## config.mk

```make
export PLATFORM = sky130hd
export DESIGN_NAME = pipe_ctrl
export DESIGN_NICKNAME = d
export VERILOG_FILES = /design/src/rtl/pipe_ctrl.sv
export SDC_FILE = /design/constraint.sdc
export NUM_CORES = 1
export LEC_CHECK = 0
export ABC_AREA = 1
export BUFFER_PORTS_ARGS = -buffer_cell sky130_fd_sc_hd__buf_2
export CORE_MARGIN = 5
export CORE_UTILIZATION = 50
export DETAILED_ROUTE_END_ITERATION = 6
export GPL_ROUTABILITY_DRIVEN = 1
export GPL_TIMING_DRIVEN = 0
export PLACE_DENSITY_LB_ADDON = 0.1
export SYNTH_ARGS = -nofsm -noshare
export SYNTH_HDL_FRONTEND = slang
export SYNTH_SLANG_ARGS = --single-unit
export TNS_END_PERCENT = 10
```

## constraint.sdc

```tcl
create_clock -name clk -period 3.26 [get_ports clk]
set_input_delay 0.652 -clock clk [delete_from_list [all_inputs] [get_ports clk]]
set_output_delay 0.652 -clock clk [all_outputs]
set_load 0.05 [all_outputs]
```

## src/rtl/pipe_ctrl.sv

```systemverilog
// rtl/pipe_ctrl.sv - central stall/flush controller for the 5-stage pipeline
//
// Purpose: merges stall requests from IF/ID/EX/MEM into the per-latch stall
// vector, turns a MEM-stage exception or eret into a one-cycle flush with a
// redirect PC, and tracks stall behaviour with a watchdog and a cycle counter.
//
// Ports:
//   clk, rst           clock, asynchronous active-high reset
//   stallreq_if/id/ex/mem  stall requests, higher stage wins
//   exc_valid          MEM reports an exception or eret this cycle
//   excepttype         exception code (32'h0000_000e = eret)
//   cp0_epc            return address used for eret
//   timeout_clr        clears the sticky watchdog flag
//   stall[5:0]         1 = hold latch ([0]=pc ... [5]=wb)
//   flush, new_pc      kill all latches and redirect fetch
//   stall_timeout      sticky watchdog flag
//   stall_cycles       saturating count of cycles with stall[0]=1
module pipe_ctrl #(
  parameter logic [31:0] EXC_VECTOR    = 32'h0000_0020,
  parameter int          MASK_CYCLES   = 2,
  parameter int          STALL_TIMEOUT = 1024
) (
  input  logic        clk,
  input  logic        rst,
  input  logic        stallreq_if,
  input  logic        stallreq_id,
  input  logic        stallreq_ex,
  input  logic        stallreq_mem,
  input  logic        exc_valid,
  input  logic [31:0] excepttype,
  input  logic [31:0] cp0_epc,
  input  logic        timeout_clr,
  output logic [5:0]  stall,
  output logic        flush,
  output logic [31:0] new_pc,
  output logic        stall_timeout,
  output logic [31:0] stall_cycles
);

  localparam logic [0:0]  ST_RUN    = 1'b0;
  localparam logic [0:0]  ST_MASK   = 1'b1;
  localparam logic [31:0] ERET_CODE = 32'h0000_000e;
  localparam logic [3:0]  MASK_LOAD = 4'(MASK_CYCLES);
  localparam logic [15:0] WD_LIMIT  = 16'(STALL_TIMEOUT);

  logic [0:0]  state;
  logic [3:0]  mask_cnt;
  logic [15:0] wd_cnt;
  logic [15:0] wd_next;
  logic [5:0]  req_vec;
  logic        take_exc;

  // Each code stops every latch up to the requesting stage and lets the next
  // one run, so that latch inserts a bubble.
  always_comb begin
    req_vec = 6'b000000;
    if (stallreq_mem)     req_vec = 6'b011111;
    else if (stallreq_ex) req_vec = 6'b001111;
    else if (stallreq_id) req_vec = 6'b000111;
    else if (stallreq_if) req_vec = 6'b000011;
  end

  assign take_exc = !rst && (state == ST_RUN) && exc_valid;

  // Outputs are forced to zero while reset is held, not just after the edge.
  always_comb begin
    stall  = 6'b000000;
    flush  = 1'b0;
    new_pc = 32'h0;
    if (!rst) begin
      if (take_exc) begin
        flush  = 1'b1;
        new_pc = (excepttype == ERET_CODE) ? cp0_epc : EXC_VECTOR;
      end else begin
        stall  = req_vec;
      end
    end
  end

  // A flush always implies stall=0, so the stall[0] test also covers flush.
  always_comb begin
    wd_next = 16'h0;
    if (stall[0]) begin
      wd_next = (wd_cnt == WD_LIMIT) ? WD_LIMIT : wd_cnt + 16'h1;
    end
  end

  always_ff @(posedge clk or posedge rst) begin
    if (rst) begin
      state    <= ST_RUN;
      mask_cnt <= 4'h0;
    end else begin
      case (state)
        ST_RUN: begin
          if (exc_valid) begin
            state    <= ST_MASK;
            mask_cnt <= MASK_LOAD;
          end
        end
        default: begin
          mask_cnt <= mask_cnt - 4'h1;
          if (mask_cnt == 4'd1) state <= ST_RUN;
        end
      endcase
    end
  end

  always_ff @(posedge clk or posedge rst) begin
    if (rst) begin
      wd_cnt        <= 16'h0;
      stall_timeout <= 1'b0;
      stall_cycles  <= 32'h0;
    end else begin
      wd_cnt <= wd_next;
      // Set has priority over a simultaneous clear.
      if (wd_next == WD_LIMIT)  stall_timeout <= 1'b1;
      else if (timeout_clr)     stall_timeout <= 1'b0;
      if (stall[0] && (stall_cycles != 32'hFFFF_FFFF)) begin
        stall_cycles <= stall_cycles + 32'h1;
      end
    end
  end

endmodule

```

==> results of run 1 <==
==> metrics by stage <==
step | TNS (ns) | std cells | area, um^2
global route | 0 | 791 | 4620
finish | 0 | 791 | 4620
global placement | -0.574 | 781 | 4510
detailed placement | -0.660 | 781 | 4510
CTS | 0 | 790 | 4610
floorplan | 0 | 540 | 3670
==> flip-flops by register name (all words and copies together), names as in the netlist <==
| register | cells |
|---|---|
| stall_cycles | 32 |
| state | 1 |
| mask_cnt | 4 |
| wd_cnt | 16 |
| stall_timeout | 1 |
==> critical path, delay by kind of cell (launching register included) <==
family,cells,cell delay [ns]
DFF,1,0.44
and+or+nand+nor,4,0.75
buffers and inverters,3,0.77
==> synthesized netlist by cell type, types with 7 or more instances <==
cell       n  area share
dfrtp_1   54        0.37
inv_1     53       0.054
nand2_1  157        0.16
nand2_2    7       0.012
nand3_1   31       0.042
nand4_1   14       0.024
nor2_1   117        0.12
nor3_1     8       0.011
o21ai_1   11       0.015
xnor2_1    8       0.019
xor2_1    19       0.045
==> area by class of cell <==
| type | count | area, um^2 |
|---|---|---|
| Fill cell | 707 | 2600 |
| Multi-Input combinational cell | 416 | 2030 |
| Sequential cell | 54 | 1350 |
| Timing Repair Buffer | 142 | 711 |
| Inverter | 58 | 221 |
| Tap cell | 99 | 124 |
| Clock buffer | 6 | 82.6 |
| Buffer | 12 | 68.8 |
| Clock inverter | 2 | 12.5 |
| Timing Repair inverter | 2 | 12.5 |
==> cell families (layout without fill, tap and decap cells) <==
group | after synthesis | in the layout | synth area share
and+or+nand+nor | 355 | 355 | 0.419
AOI/OAI and AO/OA | 28 | 28 | 0.0518
DFF | 54 | 54 | 0.368
xor gates and xnor gates | 27 | 27 | 0.0644
adders and majority gates | 5 | 5 | 0.0170
buffers and inverters | 70 | 222 | 0.0781
other | 1 | 1 | 0.00102
==> path summary, 6_finish.rpt <==
path | from | endpoint | slack, ns | depth (start not counted)
max | state | new_pc[24] | 0.35 | 7
max reg2reg | stall_cycles[1] | stall_cycles[3] | 1.38 | 10
max in group asynchronous | rst | stall_cycles[6] | 2.31 | 2
min | rst | wd_cnt[12] | 0.39 | 2
min reg2reg | stall_timeout | stall_timeout | 0.48 | 2
min in group clk | stall_timeout | stall_timeout | 0.48 | 2
==> power groups by stage <==
stage / Sequential (mW) / Clock, mW / Combinational, mW
after CTS: 0.912 / 0.414 / 0.856
final: 0.912 / 0.404 / 0.852
after global routing: 0.931 / 0.438 / 0.933
after floorplan: 1.16 / 0 / 0.376
after global placement: 0.920 / 0 / 0.833
after detailed placement: 0.925 / 0 / 0.851
==> per-layer routing <==
layer	vias to the layer above	routed length, um
met5	-	0
met4	0	294
met3	21	674
met2	156	5390
met1	1801	4400
li1	1993	-
==> repair_timing <==
item,in CTS,in global routing
gates cloned,1,1
hold endpoints to repair,0,0
pin swaps,0,0
setup endpoints to repair,2,1
setup buffers,0,0
==> flow_summary.json, run 1 <==
{
  "outcome": "finished, final reports clean",
  "nNetsFinal": 768,
  "diodes": 0,
  "ctsHoldBuffers": 0,
  "antenna_found_initial": 0,
  "overflow": 0,
  "start_kind": "flop",
  "clock_path_buffers": 2,
  "period_share": 0.892,
  "top_usage_layer": "met2",
  "dr.pass1.iters": 7,
  "p_leak_nw": 2.36,
  "synth_cell_types": 38,
  "rsz0062_at_grt": "no",
  "cp_slowest_stage_delay_ns": 0.44,
  "place_congestion": 0.897,
  "p_per_area_mw_per_mm2": 470,
  "grtUsageMet1": 0.300,
  "clk_pin_slew_ns": 0.11,
  "io_pins": 144,
  "setup-violations-final": 0,
  "routed-via-count": 3971,
  "areaGrowthSynthToFinish_pct": 25.8,
  "pwr-share-comb": 0.393,
  "clockRootBuffer": "clkbuf_8",
  "tightest_slew_ns": 0.791,
  "power.switching_uw": 976,
  "mostFrequentLayoutCells": "nand2_1, buf_2, nor2_1",
  "row_count": 31,
  "synth_area_mm2": 0.00367,
  "drt-initial-drc-count": 142,
  "cts.sinks": 54,
  "place.port_buffers": 142,
  "period_minus_slack_ns": 2.91,
  "cts_resized": 0,
  "synth_flop_cell": "dfrtp_1",
  "switching_share": 0.450,
  "slew_headroom": 0.470,
  "p_clk_frac": 0.186,
  "coreArea_mm2": 0.00721,
  "final_common_cell": "nand2_1",
  "ant_nets": 0,
  "viasPerCell": 5.02,
  "critPathRequiredTime_ns": 2.61,
  "ir_worst_vdd_v": 0.000274,
  "finClkSkew_ns": 0.0130,
  "die_w_um": 95.7,
  "final_hold_viol_count": 0,
  "p_seq_frac": 0.421,
  "total_power_mw": 2.17,
  "ys_seq_area_frac": 0.368,
  "drive_above_1_share": 0.273,
  "slew_viol_final": 0,
  "yosysWarnings": 0,
  "maxCapViolCount": 0,
  "routed_wl_um": 10800,
  "worstSetupPathType": "reg -> out",
  "grtUsageMet2": 0.420,
  "end_kind": "output pin",
  "initial_core_util": 0.509,
  "p_int_mw": 1.19,
  "route.detailed.drc": 0,
  "arrival_ns": 2.26,
  "crit_slowest_cell": "dfrtp_1",
  "hp-class": "in -> async",
  "grt_pass1_vias": 3847,
  "dp_hpwl_um": 8540,
  "die-height_um": 95.7,
  "path_max_fanout": 10,
  "worstPathCellList": "inv_2 > nand2_1 > nor2_1 > clkbuf_1 > nand2_1 > nor2_1 > buf_2",
  "fmax_ghz": 0.344,
  "grt_pass1_wl_um": 17500,
  "cts_tree": "yes",
  "syn_nets": 617,
  "async_flop_share": 1.00,
  "cts_made_buffers": 5,
  "pre_cts_ws_ns": -0.387,
  "finalWorstSetupSlack_ns": 0.351,
  "track_usage": 0.244,
  "htreeDepth": 2,
  "synthCells": 540,
  "hold_slack_ns": 0.391,
  "post-route-util": 0.640,
  "ys_seq_elements": 54,
  "synth_edf_count": 0,
  "wl_per_cell_um": 13.6,
  "clock_latency_ns": 0.31,
  "grt_max_degree": 29,
  "fp.dieArea_mm2": 0.00915,
  "met3_usage": 0.0481,
  "avgSynthCellArea_um2": 6.80
}
No activity file was read; power rests on OpenSTA's default activity.
==> run 2, diff against run 1 <==
--- a/config.mk
+++ b/config.mk
@@ -8,11 +8,11 @@
 export ABC_AREA = 1
 export BUFFER_PORTS_ARGS = -buffer_cell sky130_fd_sc_hd__buf_2
 export CORE_MARGIN = 5
-export CORE_UTILIZATION = 50
+export CORE_UTILIZATION = 53
 export DETAILED_ROUTE_END_ITERATION = 6
 export GPL_ROUTABILITY_DRIVEN = 1
 export GPL_TIMING_DRIVEN = 0
-export PLACE_DENSITY_LB_ADDON = 0.1
+export PLACE_DENSITY = 0.87
 export SYNTH_ARGS = -nofsm -noshare
 export SYNTH_HDL_FRONTEND = slang
 export SYNTH_SLANG_ARGS = --single-unit
==> constraint.sdc (replaced) <==
create_clock -name clk -period 3.7 [get_ports clk]
set_input_delay 0.74 -clock clk [delete_from_list [all_inputs] [get_ports clk]]
set_output_delay 0.74 -clock clk [all_outputs]
set_load 0.05 [all_outputs]
==> run 2 against run 1 <==
  * Sequential share of layout area barely moved
  * First-iteration DRC count up 82%
  * Die area fell by 5.1%
  * Routed wire length grew 6.8%
  * Via count up 2.5%
  * Critical endpoint is now new_pc[9]
  * Utilization up 4.2 points
  * Clock skew decreased by 0.0058 ns
  * Register-to-register slack improved by 0.44 ns
  * Combinational power decreased by 11%
  * Setup slack better by 0.075 ns
==> flow_summary.json, run 2 (synthesis gave the netlist of run 1 again) <==
{
  "outcome": "finished, final reports clean",
  "p_leak_nw": 2.38,
  "slew_headroom": 0.654,
  "cts_tree": "yes",
  "drive_above_1_share": 0.272,
  "rsz0062_at_grt": "no",
  "io_pins": 144,
  "largest_reg_flops": 32,
  "place_inst": 763,
  "period_share": 0.885,
  "post-route-util": 0.682,
  "ctsHoldBuffers": 0,
  "crit_start": "excepttype[7]",
  "clk_pin_slew_ns": 0.10,
  "r2r_end": "stall_timeout",
  "total_power_mw": 1.97,
  "worstSetupPathType": "in -> out",
  "cpMostUsedCell": "nor2_1",
  "routed_wl_um": 11500,
  "dr.pass1.iters": 5,
  "cp_slowest_stage_delay_ns": 0.41,
  "ant_nets": 0,
  "grt_max_degree": 46,
  "final_common_cell": "nand2_1",
  "clock_path_buffers": 2,
  "cts.sinks": 54,
  "post_cts_buffers": 0,
  "cts_resized": 0,
  "fp.dieArea_mm2": 0.00869,
  "diodes": 0,
  "viasPerCell": 5.28,
  "slew_viol_final": 0,
  "setup_tns_ns": 0,
  "largest-register": "stall_cycles",
  "areaGrowthSynthToFinish_pct": 25.6,
  "initial_core_util": 0.543,
  "clock_latency_ns": 0.32,
  "overflow": 0,
  "reg_top3": "stall_cycles x32, wd_cnt x16, mask_cnt x4",
  "ir_worst_vdd_v": 0.000262,
  "cp.depth": 10,
  "clockRootBuffer": "clkbuf_8",
  "maxCapViolCount": 0,
  "p_per_area_mw_per_mm2": 428,
  "tightest_slew_ns": 0.514,
  "critPathRequiredTime_ns": 2.96,
  "drt-initial-drc-count": 259,
  "antenna_found_initial": 0,
  "mostFrequentLayoutCells": "nand2_1, buf_2, nor2_1",
  "reg2reg_from": "wd_cnt[0]",
  "die-height_um": 93.2,
  "dpl_cell_area_mm2": 0.00450,
  "ff2ff_setup_slack_ns": 1.82,
  "row_count": 30,
  "setup-violations-final": 0,
  "wl_per_cell_um": 14.9,
  "die_w_um": 93.2,
  "final_area_mm2": 0.00461,
  "track_usage": 0.268,
  "place_congestion": 1.01,
  "route.detailed.drc": 0,
  "end_kind": "output pin",
  "cts_made_buffers": 5,
  "place.port_buffers": 142,
  "crit_family": "simple AND/OR/NAND/NOR gates",
  "dp_hpwl_um": 9380,
  "routed-via-count": 4071,
  "nNetsFinal": 767,
  "endpoint": "new_pc[9]",
  "arrival_ns": 2.53,
  "finClkSkew_ns": 0.00717,
  "fmax_ghz": 0.305,
  "hp-class": "in -> async",
  "period_minus_slack_ns": 3.27,
  "path_buf_inv": 4,
  "coreArea_mm2": 0.00676,
  "crit_slowest_cell": "nor4_1",
  "layout.cells.non_filler": 771,
  "grt_pass1_wl_um": 18500,
  "worstPathCellList": "buf_2 > nor2_1 > nand2_1 > nor4_1 > nand3_1 > nor2_1 > inv_1 > clkbuf_1 > nor2_1 > buf_2",
  "htreeDepth": 2,
  "start_kind": "input port",
  "path_max_fanout": 10,
  "worstRegToRegCells": 13,
  "grt_pass1_vias": 4069,
  "final_hold_viol_count": 0
}
[run 2: cell types whose count changed in the layout (fill, tap and decap cells not counted), sizes merged]
cell	previous run	this run
clkinvlp	4	0
buf	148	149
bufinv	0	1
clkbuf	12	11
clkinv	1	2
inv	57	58
[run 2: where the power goes]
group	switching, mW	internal [mW]	leakage, nW	total (mW)
Combinational	0.544	0.213	1.60	0.757
Clock	0.210	0.200	0.0579	0.410
Sequential	0.116	0.689	0.722	0.805
[run 2: worst reg2reg max path, stage by stage, from the launching register on]
cell and delay (ns):
dfrtp_1 0.42, ha_1 0.23, nand2_1 0.08, nor2_1 0.29, nand2_1 0.13, nand2_1 0.09, nand2_1 0.05, nand2_1 0.07
nand2_1 0.06, nor2_1 0.13, nand2_1 0.08, nor2_1 0.10, nand2_1 0.06, nand2_1 0.05
[run 2: layout make-up]
type                    instances  area, um^2
clock buffers                   5        68.8
fillers                       564        2150
inverters                      58         218
flip-flops and latches         54        1350
multi-input cells             416        2030
repair buffers                143         731
plain buffers                  12        68.8
clock inverters                 3        40.0
well taps                      80         100
[run 2: metrics by stage]
step                      hold slack, ns  worst slack, ns
after detailed placement           0.476            0.469
after floorplan                    0.458            0.214
after CTS                          0.387            0.462
final                              0.370            0.426
after global placement             0.460           -0.528
after global routing               0.399            0.268
[run 2: routing by layer]
metal  part of all wire  GRT usage  wire, um
met5                  0          0         0
met4              0.052      0.153       592
met3              0.069     0.0394       793
met2               0.51      0.485      5900
met1               0.37      0.299      4210
[run 2: worst min-delay path by stage]
stage                     cells past startpoint     startpoint  slack (ns)       endpoint
after floorplan                               1    mask_cnt[2]        0.46    mask_cnt[2]
after global placement                        2  stall_timeout        0.46  stall_timeout
after detailed placement                      2  stall_timeout        0.48  stall_timeout
after CTS                                     2            rst        0.39    mask_cnt[3]
after global routing                          2            rst        0.40    mask_cnt[3]
final                                         2            rst        0.37    mask_cnt[3]
==> run 3, diff against run 2 <==
==> constraint.sdc (replaced) <==
create_clock -name clk -period 3.7 [get_ports clk]
set_input_delay 0.185 -clock clk [delete_from_list [all_inputs] [get_ports clk]]
set_output_delay 0.185 -clock clk [all_outputs]
set_load 0.05 [all_outputs]
==> run 3 against run 2 <==
  * Routed wire length is 0.35% higher
  * Sequential share of layout area is 0.064 points lower
  * Clock skew hardly changed
  * Critical path type is now reg -> out
  * Critical endpoint is now new_pc[6]
  * Largest cell class unchanged
==> flow_summary.json, run 3 (synthesis gave the netlist of run 1 again) <==
{
  "place.port_buffers": 142,
  "cts_tree": "yes",
  "slew_viol_final": 0,
  "hp-start": "timeout_clr",
  "track_usage": 0.269,
  "path_max_fanout": 10,
  "reg_top3": "stall_cycles x32, wd_cnt x16, mask_cnt x4",
  "reg2reg_from": "stall_cycles[1]",
  "drt-initial-drc-count": 269,
  "multi_input_area_mm2": 0.00203,
  "fp.dieArea_mm2": 0.00869,
  "cts_made_buffers": 5,
  "hp-class": "in -> reg",
  "drive_above_1_share": 0.272,
  "coreArea_mm2": 0.00676,
  "mostFrequentLayoutCells": "nand2_1, buf_2, nor2_1",
  "ir_worst_vdd_v": 0.000262,
  "fmax_ghz": 0.386,
  "place_congestion": 1.01,
  "period_minus_slack_ns": 2.59,
  "route.detailed.drc": 0,
  "slew_headroom": 0.654,
  "viasPerCell": 5.27,
  "r2r_end": "stall_cycles[4]",
  "ff2ff_setup_slack_ns": 1.82,
  "clock_latency_ns": 0.32,
  "largest_reg_flops": 32,
  "grt_max_degree": 46,
  "hold_path_depth": 4,
  "arrival_ns": 2.40,
  "nNetsFinal": 768,
  "total_power_mw": 1.97,
  "io_pins": 144,
  "grt_pass1_vias": 4079,
  "worstRegToRegCells": 10,
  "dp_hpwl_um": 9380,
  "dr.pass1.iters": 5,
  "start_kind": "flop",
  "row_count": 30,
  "routed_wl_um": 11500,
  "clk_pin_slew_ns": 0.10,
  "clockRootBuffer": "clkbuf_8",
  "worstSetupPathType": "reg -> out",
  "post_cts_buffers": 0,
  "finClkSkew_ns": 0.00734,
  "period_share": 0.699,
  "critPathRequiredTime_ns": 3.51,
  "p_per_area_mw_per_mm2": 427,
  "final_hold_viol_count": 0,
  "regArea_mm2": 0.00135,
  "maxCapViolCount": 0,
  "antenna_found_initial": 0,
  "grt_pass1_wl_um": 18500,
  "setup_tns_ns": 0,
  "largest-register": "stall_cycles",
  "wl_per_cell_um": 14.9,
  "rsz0062_at_grt": "no",
  "tightest_slew_ns": 0.514,
  "initial_core_util": 0.543,
  "end_kind": "output pin",
  "routed-via-count": 4067,
  "n_fill_cell": 563,
  "cts.sinks": 54,
  "htreeDepth": 2,
  "ant_nets": 0,
  "diodes": 0,
  "min_to": "stall_timeout",
  "areaGrowthSynthToFinish_pct": 25.9,
  "final_common_cell": "nand2_1",
  "outcome": "finished, final reports clean",
  "die-height_um": 93.2,
  "overflow": 0,
  "setup-violations-final": 0,
  "die_w_um": 93.2,
  "clock_path_buffers": 2,
  "p_leak_nw": 2.39
}
run 3: cell count changes in the layout (fill, tap and decap cells not counted), sizes merged:
| cell | previous run | this run |
|---|---|---|
| dlygate4sd3 | 0 | 1 |
run 3: worst max-delay path by stage:
| stage | startpoint | to | slack (ns) | depth (start not counted) |
|---|---|---|---|---|
| floorplan | rst | stall_timeout | 1.25 | 11 |
| global placement | rst | stall[1] | 0.58 | 7 |
| detailed placement | state | new_pc[6] | 1.50 | 7 |
| CTS | state | new_pc[6] | 1.14 | 7 |
| global route | state | new_pc[2] | 0.98 | 7 |
| finish | state | new_pc[6] | 1.11 | 7 |
run 3: power breakdown:
part | internal (mW) | switching, mW
clock | 0.200 | 0.209
sequential | 0.689 | 0.116
combinational | 0.214 | 0.544
run 3: area by class of cell:
class,instances,share of cell area
Buffer,12,0.0149
Multi-Input combinational cell,416,0.440
Tap cell,80,0.0217
Clock inverter,3,0.00867
Inverter,58,0.0471
Sequential cell,54,0.293
Clock buffer,5,0.0149
Timing Repair Buffer,144,0.160
run 3: through the flow:
| stage | hold slack [ns] | area [um^2] | utilization | worst slack [ns] | instances |
|---|---|---|---|---|---|
| detailed placement | 0.177 | 4500 | 0.666 | 1.50 | 763 |
| floorplan | 0.329 | 3670 | - | 1.25 | 540 |
| CTS | 0.0885 | 4620 | 0.684 | 1.14 | 772 |
| global route | 0.141 | 4620 | 0.684 | 0.984 | 772 |
| finish | 0.0876 | 4620 | 0.684 | 1.11 | 772 |
| global placement | 0.423 | 4480 | 0.663 | 0.582 | 762 |
run 3: worst max-delay path, stage by stage (launching register included):
cell      delay [ns]
dfrtp_1         0.44
inv_2           0.12
nand2_1         0.12
nor2_1          0.40
clkbuf_1        0.37
nand2_1         0.10
nor2_1          0.22
buf_2           0.31
run 3: per-layer routing:
metal | global-route usage | vias up | share of wire
li1 | - | 1984 | -
met1 | 0.299 | 1846 | 0.37
met2 | 0.487 | 195 | 0.52
met3 | 0.0394 | 42 | 0.066
met4 | 0.153 | 0 | 0.049
met5 | 0 | - | 0
run 3: repair_timing:
action,CTS,global route
hold buffers,1,0
hold endpoints to repair,10,0
resized for setup,0,0
